File: src/rtl/alu_sequencer_if.sv
// rtl/alu_sequencer_if.sv - program load, run control and ALU select bundle for alu_sequencer
interface alu_sequencer_if #(
    parameter int AW = 4
);
    logic          prog_we;
    logic [AW-1:0] prog_addr;
    logic [7:0]    prog_data;
    logic [AW:0]   prog_len;
    logic          start;
    logic [1:0]    sel_op;
    logic [1:0]    sel_Rk;
    logic [1:0]    sel_Ri;
    logic [1:0]    sel_Rj;
    logic          alu_we;
    logic          busy;
    logic          done;
    logic [AW-1:0] pc;

    modport master (
        output prog_we, prog_addr, prog_data, prog_len, start,
        input  sel_op, sel_Rk, sel_Ri, sel_Rj, alu_we, busy, done, pc
    );

    modport slave (
        input  prog_we, prog_addr, prog_data, prog_len, start,
        output sel_op, sel_Rk, sel_Ri, sel_Rj, alu_we, busy, done, pc
    );
endinterface

File: src/rtl/alu_sequencer.sv
// rtl/alu_sequencer.sv - fetches 8-bit instructions from a small program memory and issues them to an ALU
module alu_sequencer #(
    parameter int DEPTH = 16,
    parameter int AW    = 4
) (
    input  logic          clk,
    input  logic          reset,
    alu_sequencer_if.slave bus
);
    typedef enum logic [1:0] {
        S_IDLE  = 2'd0,
        S_FETCH = 2'd1,
        S_ISSUE = 2'd2,
        S_DONE  = 2'd3
    } state_t;

    localparam logic [AW:0] DEPTH_W = (AW+1)'(DEPTH);

    state_t        state, state_nxt;
    logic [7:0]    mem [DEPTH];
    logic [7:0]    instr_q;
    logic [AW-1:0] pc_q, pc_nxt;
    logic [AW:0]   len_q, len_nxt, len_in;
    logic          last;

    assign len_in = (bus.prog_len > DEPTH_W) ? DEPTH_W : bus.prog_len;
    assign last   = ({1'b0, pc_q} == (len_q - 1'b1));

    always_comb begin
        state_nxt = state;
        pc_nxt    = pc_q;
        len_nxt   = len_q;
        case (state)
            S_IDLE: begin
                if (bus.start) begin
                    len_nxt = len_in;
                    if (len_in != '0) begin
                        state_nxt = S_FETCH;
                        pc_nxt    = '0;
                    end else begin
                        state_nxt = S_DONE;
                    end
                end
            end
            S_FETCH: state_nxt = S_ISSUE;
            S_ISSUE: begin
                if (last) begin
                    state_nxt = S_DONE;
                end else begin
                    pc_nxt    = pc_q + 1'b1;
                    state_nxt = S_FETCH;
                end
            end
            S_DONE:  state_nxt = S_IDLE;
            default: state_nxt = S_IDLE;
        endcase
    end

    // instr_q only loads at the end of FETCH, so the selects it drives change only on FETCH->ISSUE
    always_ff @(posedge clk) begin
        if (reset) begin
            state   <= S_IDLE;
            pc_q    <= '0;
            len_q   <= '0;
            instr_q <= '0;
        end else begin
            state <= state_nxt;
            pc_q  <= pc_nxt;
            len_q <= len_nxt;
            if (state == S_FETCH) begin
                instr_q <= mem[pc_q];
            end
        end
    end

    // Program memory is not cleared by reset; writes are only honoured while idle
    always_ff @(posedge clk) begin
        if (!reset && bus.prog_we && (state == S_IDLE)) begin
            mem[bus.prog_addr] <= bus.prog_data;
        end
    end

    assign bus.sel_op = instr_q[7:6];
    assign bus.sel_Rk = instr_q[5:4];
    assign bus.sel_Ri = instr_q[3:2];
    assign bus.sel_Rj = instr_q[1:0];
    assign bus.alu_we = (state == S_ISSUE);
    assign bus.busy   = (state == S_FETCH) || (state == S_ISSUE);
    assign bus.done   = (state == S_DONE);
    assign bus.pc     = pc_q;
endmodule

File: src/flat_wrapper.sv
// flat-port wrapper written by rule: the top's interface ports become plain ports
module alu_sequencer_flat 
#(
    parameter int DEPTH = 16,
    parameter int AW    = 4
)
  (clk, reset, bus_prog_we, bus_prog_addr, bus_prog_data, bus_prog_len, bus_start, bus_sel_op, bus_sel_Rk, bus_sel_Ri, bus_sel_Rj, bus_alu_we, bus_busy, bus_done, bus_pc);
  alu_sequencer_if #(.AW(AW)) bus_i ();
  input  logic clk;
  input  logic reset;
  input wire logic [$bits(bus_i.prog_we)-1:0] bus_prog_we;
  input wire logic [$bits(bus_i.prog_addr)-1:0] bus_prog_addr;
  input wire logic [$bits(bus_i.prog_data)-1:0] bus_prog_data;
  input wire logic [$bits(bus_i.prog_len)-1:0] bus_prog_len;
  input wire logic [$bits(bus_i.start)-1:0] bus_start;
  output wire logic [$bits(bus_i.sel_op)-1:0] bus_sel_op;
  output wire logic [$bits(bus_i.sel_Rk)-1:0] bus_sel_Rk;
  output wire logic [$bits(bus_i.sel_Ri)-1:0] bus_sel_Ri;
  output wire logic [$bits(bus_i.sel_Rj)-1:0] bus_sel_Rj;
  output wire logic [$bits(bus_i.alu_we)-1:0] bus_alu_we;
  output wire logic [$bits(bus_i.busy)-1:0] bus_busy;
  output wire logic [$bits(bus_i.done)-1:0] bus_done;
  output wire logic [$bits(bus_i.pc)-1:0] bus_pc;
  assign bus_i.prog_we = bus_prog_we;
  assign bus_i.prog_addr = bus_prog_addr;
  assign bus_i.prog_data = bus_prog_data;
  assign bus_i.prog_len = bus_prog_len;
  assign bus_i.start = bus_start;
  assign bus_sel_op = bus_i.sel_op;
  assign bus_sel_Rk = bus_i.sel_Rk;
  assign bus_sel_Ri = bus_i.sel_Ri;
  assign bus_sel_Rj = bus_i.sel_Rj;
  assign bus_alu_we = bus_i.alu_we;
  assign bus_busy = bus_i.busy;
  assign bus_done = bus_i.done;
  assign bus_pc = bus_i.pc;
  alu_sequencer #(.DEPTH(DEPTH), .AW(AW)) u_core (.clk(clk), .reset(reset), .bus(bus_i));
endmodule
File: config.mk
export PLATFORM = sky130hd
export DESIGN_NAME = alu_sequencer_flat
export DESIGN_NICKNAME = d
export VERILOG_FILES = /design/src/rtl/alu_sequencer_if.sv /design/src/rtl/alu_sequencer.sv /design/src/flat_wrapper.sv
export SDC_FILE = /design/constraint.sdc
export NUM_CORES = 1
export LEC_CHECK = 0
export ABC_CLOCK_PERIOD_IN_PS = 2240
export CAP_MARGIN = 20
export CORE_ASPECT_RATIO = 0.7
export CORE_MARGIN = 2
export CORE_UTILIZATION = 28
export DETAILED_ROUTE_END_ITERATION = 8
export PLACE_DENSITY_LB_ADDON = 0.3
export SLEW_MARGIN = 20
export SYNTH_ARGS = -nofsm -noshare
export SYNTH_HDL_FRONTEND = slang
export SYNTH_SLANG_ARGS = --single-unit
File: constraint.sdc
create_clock -name clk -period 2.24 [get_ports clk]
set_input_delay 0.448 -clock clk [delete_from_list [all_inputs] [get_ports clk]]
set_output_delay 0.448 -clock clk [all_outputs]
set_load 0.02 [all_outputs]
==> metrics.txt <==
Fmax achieved 0.4780 GHz; global-route wire length before repair between 20 and 25 mm; DRT Wirelength approximately 14 mm; net count after synthesis 362; HPWL after detailed placement 9.333 mm; Tot Pwr 6.526 mW; share of cells above drive strength 1 23.68%; # setup viols final 0; CTS Buf Count 17; worst stage delay on the critical path about 0.7 ns; flops & latches, synth around 150; vias in the first global route 3397; synth cell count leaders edfxtp_1, mux4_2, nor2_1; Worst Setup Start Kind flip-flop; Synth top area share 65.75%; HP Class flip-flop to flip-flop; drt via density 4.814; Ant. Diodes 0; Layout area overhead 25.90%; Slew @ Worst Pin a little over 0.7 ns; post-layout util 35.74%; Worst-Skew Late Latency 0.41 ns; crit path DAT 1.64 ns; num ports 36; global route overflow 0; VDD IR max 0.0006450 V; dpl cells 662; Clock Tree Root clkbuf_16; Top FF cell, synth edfxtp_1; Slew Limit Fails 0; RePlAce Congestion around 0.81; Post-Layout Inst Area 0.007360 mm²; Static Leak 2.403 nW; Avg WL per Cell 19.50 µm; pwr/cell area 886.8 mW/mm²; standard-cell rows 44; Yosys cell types 35; pin count of the biggest net entering global routing 35; Crit. End Element output port; port bufs 35; Die Ht 124.9 µm; Synth async-reset ratio 0%; DP Area 0.006748 mm²; Final Hold Viols 0; CP cell instances clkdlybuf4s50_1; CTS max path bufs 2; Synth area leaders edfxtp_1, mux4_2, dfxtp_1, a21oi_1, a22oi_1; Syn Inst Count 335; count leader, synth edfxtp_1; WP data required 1.79 ns; initial antenna violation count 0; CTS sink count 147; H-tree depth 4; Mean Syn Cell Area 17.45 µm²; Ys Warns 0; Die Footprint approximately 0.022 mm²; Clock Skews 0.01007 ns; CP Max Fanout 12; CTS tree built; RSZ-0062 raised after global routing false; Layout Cells excl Fill about 690; post-route ant nets 0; outcome finished, final reports clean; Synth area leader edfxtp_1; cts hold-fix bufs 0; Initial Utilization 28.39%; DR DRC count 0; number of synthesized flops with an enable pin 128; die width about 180 µm; kind of critical path flip-flop to output port; drt first pass iters 4; gr usage total 12.66%; 1st-iter DRT viols 282; Top delay family on crit path buffers and inverters; clk slew on worst S/H paths 0.07 ns; Via Count around 3300; Slew HR 51.40%; Final nets 432; Final Cycle Share 93.40%; sequential share of the synthesized area 72.26%; Max Cap Viol 0; core area 0.02059 mm²; min Tclk post-route between 2 and 2.5 ns; slowest library cell on the worst path clkdlybuf4s50_1; CP Buf/Inv Count 1; Netlist Area Pre-Place 0.005846 mm²
-- kinds of logic after synthesis --
kind of cell	count (synthesis)	synth area share (%)
buf+inv	22	1.627
flops	147	72.26
simple gates	67	5.886
xor+xnor	5	0.7491
fa+ha+maj	6	1.284
compound gates	56	5.865
mux	32	12.33
-- routing by layer --
metal  vias up  share of wire [%]  track usage [%]
met4         0                  0            2.625
met1      1757                 50            19.64
met2        98                 43            17.85
li1       1486                  -                -
met5         -                  0                0
met3         0                6.6            3.022
-- path summary, 6_finish.rpt --
kind,startpoint,end,slack [ns],depth (start not counted)
worst min-delay path,u_core.instr_q[4]$_SDFFE_PP0P_,u_core.instr_q[4]$_SDFFE_PP0P_,0.50,2
worst max register to register,u_core.len_q[0]$_SDFFE_PP0P_,u_core.bus.pc[2]$_SDFFE_PP0P_,0.25,7
worst max-delay path,u_core.bus.pc[2]$_SDFFE_PP0P_,bus_pc[2],0.15,1
worst min register to register,u_core.instr_q[4]$_SDFFE_PP0P_,u_core.instr_q[4]$_SDFFE_PP0P_,0.50,2
-- repair_timing --
| action | in CTS | in global routing |
|---|---|---|
| resized for setup | 3 | 1 |
| endpoints found under the setup margin | 2 | 1 |
| gates cloned | 0 | 0 |
| setup buffers | 0 | 0 |
-- through the flow --
| stage | setup TNS, ns | hold WS, ns | setup slack (ns) |
|---|---|---|---|
| after floorplan | 0 | 0.4623 | 0.1226 |
| after detailed placement | -0.1918 | 0.4913 | -0.02423 |
| after global routing | 0 | 0.5257 | 0.04629 |
| after global placement | -0.4465 | 0.4760 | -0.05601 |
| after CTS | 0 | 0.5044 | 0.02976 |
| final | 0 | 0.4983 | 0.1479 |
-- cells in the final DEF (no fill, tap or decap), drive strengths merged, types with 3 or more instances in the layout --
cell | netlist | final
mux4 | 32 | 32
clkbuf | 6 | 17
nor3 | 5 | 5
clkdlybuf4s50 | 0 | 32
a22oi | 16 | 16
o21ai | 5 | 5
buf | 10 | 32
nor2 | 29 | 29
nor3b | 4 | 4
nand2b | 4 | 4
dfxtp | 19 | 19
nand3b | 3 | 3
edfxtp | 128 | 128
a21oi | 28 | 28
nand2 | 5 | 5
nand3 | 3 | 3
inv | 6 | 17
nand4b | 3 | 3
xor2 | 4 | 4
ha | 6 | 6
-- cell type report --
cell class / count / area (µm²)
multi-input combinational: 166 / 1529
clock inverter: 15 / 183.9
tap: 276 / 345.3
fill: 1934 / 13230
sequential: 147 / 4225
timing repair buffer: 67 / 628.1
inverter: 6 / 22.52
clock buffer: 17 / 425.4
-- state kept, by name, indices dropped and copies added, names as in the netlist --
name / count
u_core.len_q: 5
u_core.mem: 128
u_core.bus.pc: 4
u_core.instr_q: 8
u_core.state: 2
-- where the power goes --
part	total (mW)	leakage, nW	switching, mW	internal, mW
Clock	2.90	0.302	1.20	1.70
Sequential	3.06	1.31	0.0354	3.03
Combinational	0.567	0.794	0.317	0.249
Total	6.53	2.40	1.55	4.97
No activity file was read; power rests on OpenSTA's default activity.
